--- config.mk ---
export PLATFORM = sky130hd
export DESIGN_NAME = const_seq_flat
export DESIGN_NICKNAME = d
export VERILOG_FILES = /design/src/rtl/const_seq_if.sv /design/src/rtl/const_seq.sv /design/src/flat_wrapper.sv
export SDC_FILE = /design/constraint.sdc
export NUM_CORES = 1
export LEC_CHECK = 0
export CAP_MARGIN = 10
export CORE_MARGIN = 2
export CORE_UTILIZATION = 42
export DETAILED_ROUTE_END_ITERATION = 6
export PLACE_DENSITY = 0.75
export SLEW_MARGIN = 10
export SYNTH_ARGS = -nofsm -noshare
export SYNTH_HDL_FRONTEND = slang
export SYNTH_SLANG_ARGS = --single-unit
--- constraint.sdc ---
create_clock -name clk -period 1.6 [get_ports clk]
set_input_delay 0.16 -clock clk [delete_from_list [all_inputs] [get_ports clk]]
set_output_delay 0.16 -clock clk [all_outputs]
set_load 0.02 [all_outputs]
--- src/rtl/const_seq_if.sv ---
// Output stream bundle for const_seq: data beat, index tag, last marker
// and the valid/ready handshake. The sequencer uses the master side and
// the consumer uses the slave side.
interface const_seq_if;
  logic [7:0] o_data;
  logic       o_valid;
  logic       o_ready;
  logic       o_last;
  logic [2:0] o_idx;

  modport master (
    output o_data,
    output o_valid,
    output o_last,
    output o_idx,
    input  o_ready
  );

  modport slave (
    input  o_data,
    input  o_valid,
    input  o_last,
    input  o_idx,
    output o_ready
  );
endinterface

--- src/rtl/const_seq.sv ---
// const_seq: streams a fixed 8-entry byte table over a valid/ready
// interface, repeated for a latched number of passes (0 = run until
// aborted). It pulses done for one cycle after the final beat.
// Optional feature: define CONST_SEQ_CHECKSUM_EN to append a 9th beat
// (8'hE2, reported at index 7) to every pass so that the 8-bit sum of the
// nine beats is zero. That beat then carries o_last instead of index 7.
module const_seq #(
  parameter int PASS_W = 4
) (
  input  logic              clk,
  input  logic              rst_n,
  input  logic              start,
  input  logic              abort,
  input  logic [PASS_W-1:0] passes,
  const_seq_if.master       bus,
  output logic              busy,
  output logic              done
);

  typedef enum logic [1:0] {IDLE, RUN, DONE} state_t;

  localparam logic [PASS_W-1:0] ONE = PASS_W'(1);

  state_t            state;
  state_t            state_nxt;
  logic [2:0]        idx;
  logic [PASS_W-1:0] pass_cnt;
  logic [PASS_W-1:0] passes_q;
  logic [7:0]        rom_data;
  logic              accept;
  logic              xfer;
  logic              final_pass;
  logic              last_beat;
`ifdef CONST_SEQ_CHECKSUM_EN
  logic              cks;
`endif

  assign accept     = (state == IDLE) && start && !abort;
  assign xfer       = (state == RUN) && bus.o_ready;
  assign final_pass = (passes_q != '0) && (pass_cnt == passes_q - ONE);

`ifdef CONST_SEQ_CHECKSUM_EN
  assign last_beat = cks && final_pass;
`else
  assign last_beat = (idx == 3'd7) && final_pass;
`endif

  // Fixed beat table addressed by the index counter
  always_comb begin
    rom_data = 8'h00;
    case (idx)
      3'd0: rom_data = 8'h01;
      3'd1: rom_data = 8'h00;
      3'd2: rom_data = 8'h05;
      3'd3: rom_data = 8'h65;
      3'd4: rom_data = 8'h5A;
      3'd5: rom_data = 8'h05;
      3'd6: rom_data = 8'h59;
      3'd7: rom_data = 8'hFB;
    endcase
  end

  // State register; reset lands in IDLE so all decoded outputs drop at once
  always_ff @(posedge clk or negedge rst_n) begin
    if (!rst_n) begin
      state <= IDLE;
    end else begin
      state <= state_nxt;
    end
  end

  // Next-state and output decode; outputs are only non-zero in RUN/DONE
  always_comb begin
    state_nxt   = state;
    bus.o_valid = 1'b0;
    bus.o_data  = 8'h00;
    bus.o_idx   = 3'd0;
    bus.o_last  = 1'b0;
    busy        = 1'b0;
    done        = 1'b0;
    case (state)
      IDLE: begin
        if (accept) begin
          state_nxt = RUN;
        end
      end
      RUN: begin
        busy        = 1'b1;
        bus.o_valid = 1'b1;
        bus.o_idx   = idx;
        bus.o_last  = last_beat;
`ifdef CONST_SEQ_CHECKSUM_EN
        bus.o_data  = cks ? 8'hE2 : rom_data;
`else
        bus.o_data  = rom_data;
`endif
        if (abort) begin
          state_nxt = IDLE;
        end else if (xfer && last_beat) begin
          state_nxt = DONE;
        end
      end
      DONE: begin
        done      = 1'b1;
        state_nxt = IDLE;
      end
      default: begin
        state_nxt = IDLE;
      end
    endcase
  end

  // Index/pass counters and latched pass count; only move on a real transfer
  always_ff @(posedge clk or negedge rst_n) begin
    if (!rst_n) begin
      idx      <= 3'd0;
      pass_cnt <= '0;
      passes_q <= '0;
`ifdef CONST_SEQ_CHECKSUM_EN
      cks      <= 1'b0;
`endif
    end else if (accept) begin
      idx      <= 3'd0;
      pass_cnt <= '0;
      passes_q <= passes;
`ifdef CONST_SEQ_CHECKSUM_EN
      cks      <= 1'b0;
`endif
    end else if (xfer && !abort) begin
`ifdef CONST_SEQ_CHECKSUM_EN
      if (cks) begin
        cks      <= 1'b0;
        idx      <= 3'd0;
        pass_cnt <= pass_cnt + ONE;
      end else if (idx == 3'd7) begin
        cks <= 1'b1;
      end else begin
        idx <= idx + 3'd1;
      end
`else
      if (idx == 3'd7) begin
        pass_cnt <= pass_cnt + ONE;
      end
      idx <= idx + 3'd1;
`endif
    end
  end

endmodule

--- src/flat_wrapper.sv ---
// flat-port wrapper written by rule: the top's interface ports become plain ports
module const_seq_flat 
#(
  parameter int PASS_W = 4
)
  (clk, rst_n, start, abort, passes, busy, done, bus_o_data, bus_o_valid, bus_o_last, bus_o_idx, bus_o_ready);
  const_seq_if bus_i ();
  input  logic clk;
  input  logic rst_n;
  input  logic start;
  input  logic abort;
  input  logic [PASS_W-1:0] passes;
  output logic busy;
  output logic done;
  output wire logic [$bits(bus_i.o_data)-1:0] bus_o_data;
  output wire logic [$bits(bus_i.o_valid)-1:0] bus_o_valid;
  output wire logic [$bits(bus_i.o_last)-1:0] bus_o_last;
  output wire logic [$bits(bus_i.o_idx)-1:0] bus_o_idx;
  input wire logic [$bits(bus_i.o_ready)-1:0] bus_o_ready;
  assign bus_o_data = bus_i.o_data;
  assign bus_o_valid = bus_i.o_valid;
  assign bus_o_last = bus_i.o_last;
  assign bus_o_idx = bus_i.o_idx;
  assign bus_i.o_ready = bus_o_ready;
  const_seq #(.PASS_W(PASS_W)) u_core (.clk(clk), .rst_n(rst_n), .start(start), .abort(abort), .passes(passes), .bus(bus_i), .busy(busy), .done(done));
endmodule
==> summary.md, run 1 <==
| Metric | Value |
|---|---|
| Vias in the first global route | `~860` |
| Ys async rst share | `100%` |
| Sw Share | `around a third` |
| Final RePlAce weighted congestion | `0.752` |
| Initial Util | `44.3%` |
| Crit start category | `flop` |
| Gr usage total | `20.0%` |
| CTS root buffer | `clkbuf_4` |
| Post-synth EDFFs | `0` |
| Layout Skew | `10.3 ps` |
| Main synth FF type | `dfrtp_1` |
| Share of layout cells above drive strength 1 | `between 50 and 60%` |
| CP Depth | `7` |
| Placed cell count | `161` |
| Residual DRC count | `0` |
| CTS sink count | `13` |
| Fin crit period | `1940 ps` |
| Placed Area | `1290 µm²` |
| Count leader, synth | `nor2_1` |
| Run status | `finished with violations` |
| Worst-Skew Late Latency | `290 ps` |
| Actual slew at the worst max-slew pin | `roughly 570 ps` |
| Slowest cell on the critical path | `dfrtp_1` |
| Top cell type's share of synthesized area | `37.5%` |
| DR vias/cell | `4.73` |
| Top cells by area, synth | `dfrtp_1 (37%), ha_1 (12%), nor2_1 (7.3%), xnor2_1 (6.1%), xor2_1 (4.0%)` |
| Worst IR Drop VDD | `~0.62 mV` |
| Avg Cell Area, Syn | `9.44 µm²` |
| FMAX | `0.515 GHz` |
| Yosys reg bits | `13` |
| CP delay by family, top | `simple AND/OR/NAND/NOR gates` |
| RSZ-0062 raised after global routing | `true` |
| Rel. slew slack | `61.6%` |
| TritonRoute pass-1 iters | `4` |
| Max-cap violations | `0` |
| Finished Layout Cells | `about 170` |
| TritonCTS clock tree | `built` |
| Die Footprint | `2450 µm²` |
| Rows | `16` |
| Commonest cells post-synth | `nor2_1 (17), dfrtp_1 (13), ha_1 (8), inv_1 (8), xnor2_1 (6)` |
| Crit end category | `output port` |
| Critical Path RT | `1440 ps` |
| # nets final | `160` |
| Initial antenna violation count | `0` |
| Syn nets | `109` |
| Die W | `49.5 µm` |
| Number of I/O pins | `24` |
| Die height | `a little under 50 µm` |
| Worst Reg-to-Reg Cells | `8` |
| Comb pwr share | `44.0%` |
| Largest net degree at the start of global routing | `14` |
| CTS Buf Count | `3` |
| Final WL | `2240 µm` |
| Clock share of power | `19.9%` |
| Post-route cell area | `1490 µm²` |
| PnR Total Power | `between 1000 and 1500 µW` |
| Cell Chain, Critical Path | `inv_2 -> ha_4 -> xor2_1 -> nand4_1 -> or3_4 -> nor2_2 -> buf_6` |
| Via count | `799` |
| Switching Power | `about 370 µW` |
| Failing checks | `negative setup slack` |
| Global-route wire length before repair | `~3700 µm` |
| Leakage | `approximately 0.0007 µW` |
| Period utilization | `121%` |
| DR WL/cell | `13.3 µm` |
| Remaining Overflow, GRT | `0` |
| Area growth, synth to finish | `72.0%` |
| DRT antenna net count | `0` |
| CP bufs+invs | `2` |
| Clk buf depth | `2` |
| P_int | `720 µW` |
| Slew Limit Fails | `0` |
| Final setup TNS | `-714 ps` |
| Core area | `1960 µm²` |
| Synth unique cells | `27` |
| Sequential power share | `36.1%` |
| IO buf count | `23` |
| Setup Viol. Count Final | `5` |
| Mapped cell area | `868 µm²` |
| Worst-path clk slew | `approximately 90 ps` |
| Cell taking the most area after synthesis | `dfrtp_1` |
| Final Hold Fails | `0` |
| Htree depth | `1` |
| Syn. warnings | `0` |
| Crit path DAT | `1780 ps` |
| Detailed Route Iter0 Violations | `9` |
| R2R Setup Slk | `-270 ps` |
| Min-delay worst type | `input pin to asynchronous set/reset pin` |
| CP Max Fanout | `2` |
| Ant diodes | `0` |
| Hpwl dp | `1470 µm` |
| Register area share after synthesis | `37.5%` |
| Mapped Cells | `92` |
| Power Dens Cells | `about 730 nW/µm²` |
| Worst Path Class, Setup | `flop to output port` |
| Slowest stage delay, CP | `370 ps` |
| Final worst setup slack | `-344 ps` |
==> cells by family (layout without fill, tap and decap cells) <==
| kind of cell | after synthesis | in the layout | share of synthesized area, % |
|---|---|---|---|
| mux | 5 | 5 | 6.05 |
| flops | 13 | 13 | 37.5 |
| simple gates | 37 | 37 | 23.2 |
| fa+ha+maj | 8 | 8 | 11.5 |
| compound gates | 6 | 6 | 5.04 |
| xor+xnor | 10 | 10 | 10.1 |
| buf+inv | 13 | 63 | 6.63 |
==> power by group through the flow <==
| stage | clock, µW | combinational [µW] | sequential [µW] |
|---|---|---|---|
| after floorplan | 0 | 183 | 398 |
| after global placement | 0 | 353 | 387 |
| after detailed placement | 0 | 364 | 390 |
| after CTS | 220 | 408 | 387 |
| after global routing | 232 | 523 | 397 |
| final | 217 | 478 | 393 |
==> state kept, by name, summed over array words and instances (netlist names) <==
signal and cells:
u_core.passes_q 4, u_core.state 2, u_core.idx 3, u_core.pass_cnt 4
==> timing repair <==
item / in CTS / in global routing
cloned: 0 / 0
setup endpoints to repair: 17 / 13
setup buffers: 5 / 5
resized for setup: 74 / 33
pin swaps: 4 / 8
hold buffers: 0 / 0
==> path summary, 6_finish.rpt <==
| check | end | startpoint |
|---|---|---|
| max in group asynchronous | u_core.passes_q[3]$_DFFE_PN0P_ | rst_n |
| min | u_core.pass_cnt[0]$_DFFE_PN0P_ | rst_n |
| min in group clk | u_core.passes_q[1]$_DFFE_PN0P_ | passes[1] |
| max | bus_o_last | u_core.passes_q[1]$_DFFE_PN0P_ |
| max reg2reg | u_core.state[0]$_DFFE_PN0P_ | u_core.passes_q[1]$_DFFE_PN0P_ |
| min reg2reg | u_core.passes_q[3]$_DFFE_PN0P_ | u_core.passes_q[3]$_DFFE_PN0P_ |
==> final cells by class <==
class | instances | area [µm²]
clock buffer | 4 | 26.3
inverter | 8 | 40.0
fill | 141 | 468
tap | 27 | 33.8
sequential | 13 | 325
timing repair buffer | 51 | 443
multi-input combinational | 66 | 626
==> placed cells by master, fill, tap and decap left out <==
cell and n:
and2_4 1, or3_4 1, inv_4 1, nor2_4 3, dlygate4sd2_1 3, nor3_2 2
nor4b_2 1, buf_6 9, nand4_1 3, buf_4 27, dfrtp_1 13, nor2_1 12
inv_2 3, nor2b_4 1, ha_1 1, o21ai_0 2, buf_2 2, mux2i_1 3
nand2_1 3, inv_1 3, mux2_2 2, o2bb2ai_1 1, a22o_1 1, ha_4 7
a211oi_2 1, and3_1 2, nor3_1 1, nand2b_4 1, nor2_2 2, inv_8 1
or3b_2 1, xor2_1 4, clkbuf_1 1, nor2b_1 2, o31a_1 1, xnor2_1 6
clkdlybuf4s15_2 2, clkbuf_4 3, nand2_2 1, clkdlybuf4s50_1 8
==> metal layers <==
layer | wire length (µm) | share of wire, % | GRT usage, % | up-vias
met5 | 0 | 0 | 0 | -
met4 | 55 | 2.5 | 8.33 | 0
met3 | 83 | 3.7 | 2.73 | 7
met2 | 1190 | 53 | 38.5 | 19
met1 | 912 | 41 | 21.7 | 375
li1 | - | - | - | 398
==> stage by stage <==
step	hold slack, ps	utilization, %	setup WS [ps]
final	229	76.1	-344
after global routing	293	76.1	-425
after CTS	260	71.2	-358
after floorplan	-136	-	-59.6
after global placement	546	65.8	-470
after detailed placement	557	65.8	-539
(Power assumes the default switching activity.)
==> run 2: changes to the inputs <==
--- a/config.mk
+++ b/config.mk
@@ -6,10 +6,13 @@
 export NUM_CORES = 1
 export LEC_CHECK = 0
 export CAP_MARGIN = 10
-export CORE_MARGIN = 2
-export CORE_UTILIZATION = 42
+export CELL_PAD_IN_SITES_DETAIL_PLACEMENT = 0
+export CELL_PAD_IN_SITES_GLOBAL_PLACEMENT = 1
+export CORE_ASPECT_RATIO = 0.5
+export CORE_MARGIN = 5
+export CORE_UTILIZATION = 31
 export DETAILED_ROUTE_END_ITERATION = 6
-export PLACE_DENSITY = 0.75
+export PLACE_DENSITY = 0.74
 export SLEW_MARGIN = 10
 export SYNTH_ARGS = -nofsm -noshare
 export SYNTH_HDL_FRONTEND = slang
==> run 2 against run 1 <==
The run still ends with negative setup slack left. Critical path depth unchanged. Routed wire length decreased by 7.2%. Largest power group unchanged. Clock-buffer cell count unchanged. Sequential share of layout area decreased by 1.1 points. Setup slack improved by 70 ps. Non-clock buffer count increased by 6.
==> summary.md, run 2 (synthesis results as in run 1) <==
| Metric | Value |
|---|---|
| Clock share of power | `24.0% (was 19.9%)` |
| Most frequent cells in the layout | `buf_4 (28), buf_6 (14), dfrtp_1 (13) (was buf_4 (27), dfrtp_1 (13), nor2_1 (12))` |
| Number of I/O pins | `24 (unchanged)` |
| CTS Hold Bufs | `0 (unchanged)` |
| Die height | `47.4 µm (was 49.5 µm)` |
| Die W | `84.8 µm (was 49.5 µm)` |
| Crit path DAT | `1710 ps (was 1780 ps)` |
| DR WL/cell | `11.3 µm (was 13.3 µm)` |
| Met3 WL post-DR | `80 µm (was 83 µm)` |
| Initial antenna violation count | `0 (unchanged)` |
| Final WL | `2080 µm (was 2240 µm)` |
| Placed cell count | `173 (was 161)` |
| Setup Viol. Count Final | `6 (was 5)` |
| Ant diodes | `0 (unchanged)` |
| Comb pwr share | `43.1% (was 44.0%)` |
| Max-cap violations | `0 (unchanged)` |
| Final Hold Fails | `0 (unchanged)` |
| Vias in the first global route | `770 (was 862)` |
| TritonCTS clock tree | `built (unchanged)` |
| Worst Hold Slack | `296 ps (was 229 ps)` |
| Residual DRC count | `0 (unchanged)` |
| RSZ-0062 raised after global routing | `true (unchanged)` |
| Worst setup path endpoint | `bus_o_last (unchanged)` |
| Min-delay worst type | `input pin to asynchronous set/reset pin (unchanged)` |
| Largest regs | `u_core.pass_cnt x4, u_core.passes_q x4, u_core.idx x3 (unchanged)` |
| CTS sink count | `13 (unchanged)` |
| DR vias/cell | `4.32 (was 4.73)` |
| Largest net degree at the start of global routing | `14 (unchanged)` |
| Worst-path clk slew | `60 ps (was 90 ps)` |
| Via count | `799 (unchanged)` |
| Sw Share | `30.1% (was 33.8%)` |
| Crit start category | `flop (unchanged)` |
| Gr usage total | `11.0% (was 20.0%)` |
| Share of layout cells above drive strength 1 | `52.0% (was 50.7%)` |
| Htree depth | `1 (unchanged)` |
| Die Footprint | `4020 µm² (was 2450 µm²)` |
| Worst-Skew Late Latency | `240 ps (was 290 ps)` |
| FMAX | `0.534 GHz (was 0.515 GHz)` |
| Clk buf depth | `2 (unchanged)` |
| Worst Path Class, Setup | `flop to output port (unchanged)` |
| CTS root buffer | `clkbuf_8 (was clkbuf_4)` |
| Worst IR Drop VDD | `0.481 mV (was 0.624 mV)` |
| Commonest non-fill, non-tap cell in the layout | `buf_4 (unchanged)` |
| Final worst setup slack | `-274 ps (was -344 ps)` |
| Power Dens Cells | `757 nW/µm² (was 728 nW/µm²)` |
| TritonRoute pass-1 iters | `4 (unchanged)` |
| Worst Reg-to-Reg Cells | `8 (unchanged)` |
| Hpwl dp | `1490 µm (was 1470 µm)` |
| Sequential power share | `32.9% (was 36.1%)` |
| Crit Reg-Reg Endpoint | `u_core.state[0]$_DFFE_PN0P_ (unchanged)` |
| CP Max Fanout | `2 (unchanged)` |
| P_int | `833 µW (was 720 µW)` |
| Crit end category | `output port (unchanged)` |
| Layout Skew | `4.82 ps (was 10.3 ps)` |
| Finished Layout Cells | `185 (was 169)` |
| Remaining Overflow, GRT | `0 (unchanged)` |
| # nets final | `166 (was 160)` |
| Core area | `2640 µm² (was 1960 µm²)` |
| Area growth, synth to finish | `81.3% (was 72.0%)` |
| Top Metal Used | `met4 (unchanged)` |
| Rows | `13 (was 16)` |
| Global-route wire length before repair | `3420 µm (was 3740 µm)` |
| Initial Util | `33.0% (was 44.3%)` |
| IO buf count | `23 (unchanged)` |
| Slew Limit Fails | `0 (unchanged)` |
| DRT antenna net count | `0 (unchanged)` |
| Switching Power | `358 µW (was 368 µW)` |
| Critical Path Source | `u_core.passes_q[0]$_DFFE_PN0P_ (was u_core.passes_q[1]$_DFFE_PN0P_)` |
| FILL cells | `242 (was 141)` |
| Run status | `finished with violations (unchanged)` |
| CTS Buf Count | `3 (unchanged)` |
| Detailed Route Iter0 Violations | `13 (was 9)` |
| Leakage | `0.000723 µW (was 0.000689 µW)` |
| Actual slew at the worst max-slew pin | `594 ps (was 574 ps)` |
| Failing checks | `negative setup slack (unchanged)` |
| Rel. slew slack | `60.3% (was 61.6%)` |
| Met1 WL | `919 µm (was 912 µm)` |
| R2R Path Start | `u_core.passes_q[0]$_DFFE_PN0P_ (was u_core.passes_q[1]$_DFFE_PN0P_)` |
| Routed wl met2 | `1060 µm (was 1190 µm)` |
| Period utilization | `117% (was 121%)` |
| Final RePlAce weighted congestion | `0.769 (was 0.752)` |
| R2R Setup Slk | `-260 ps (was -270 ps)` |
| Critical Path RT | `1440 ps (about the same)` |
| Fin crit period | `1870 ps (was 1940 ps)` |
[run 2: cell types whose count changed in the layout (fill, tap and decap cells not counted), sizes merged]
cell	previous run	this run
clkbuf	4	8
buf	38	42
dlygate4sd2	3	1
[run 2: power by group through the flow]
stage          logic [µW]  clock network [µW]  registers [µW]
2_1_floorplan         183                   0             398
5_1_grt               558                 320             396
3_3_place_gp          363                   0             387
3_5_place_dp          367                   0             388
4_1_cts               440                 301             391
6_report              514                 286             392
[run 2: worst min-delay path by stage]
stage | start | end | slack (ps)
2_1_floorplan | rst_n | u_core.idx[0]$_DFFE_PN0P_ | -140
3_3_place_gp | u_core.passes_q[3]$_DFFE_PN0P_ | u_core.passes_q[3]$_DFFE_PN0P_ | 550
3_5_place_dp | u_core.passes_q[3]$_DFFE_PN0P_ | u_core.passes_q[3]$_DFFE_PN0P_ | 550
4_1_cts | rst_n | u_core.passes_q[3]$_DFFE_PN0P_ | 320
5_1_grt | rst_n | u_core.state[0]$_DFFE_PN0P_ | 350
6_report | rst_n | u_core.passes_q[3]$_DFFE_PN0P_ | 300
[run 2: area by class of cell]
type                            instances  area, µm²  area share, %
Multi-Input combinational cell         66        623           39.6
Timing Repair Buffer                   57        497           31.6
Sequential cell                        13        325           20.7
Tap cell                               37       46.3           2.94
Clock buffer                            4       45.0           2.86
Inverter                                8       37.5           2.38
[run 2: timing repair]
action / in CTS / in global routing
setup endpoints to repair: 16 / 17
pin swaps: 5 / 8
cloned: 0 / 0
resized for setup: 66 / 40
setup buffers: 4 / 8
[run 2: critical path, cell delays in order, from the launching register on]
cell and delay [ps]:
dfrtp_1 350, inv_2 60, ha_4 260, xor2_1 140, nand4_1 110, or3_4 360
nor2_4 90, buf_6 120
[run 2: through the flow]
step           setup slack (ps)  power [µW]  setup TNS [ps]  cell area (µm²)  utilization, %
6_report                   -274        1190            -719             1570            59.7
5_1_grt                    -390        1270           -1280             1570            59.7
4_1_cts                    -298        1130            -671             1460            55.4
3_5_place_dp               -530         755           -1840             1320            50.0
3_3_place_gp               -489         750           -1730             1320            50.0
2_1_floorplan             -59.6         581            -139              873               -
[run 2: routing by layer]
metal	track usage [%]	vias up
met5	0	-
li1	-	416
met1	12.6	369
met3	3.26	2
met2	20.1	12
met4	4.73	0
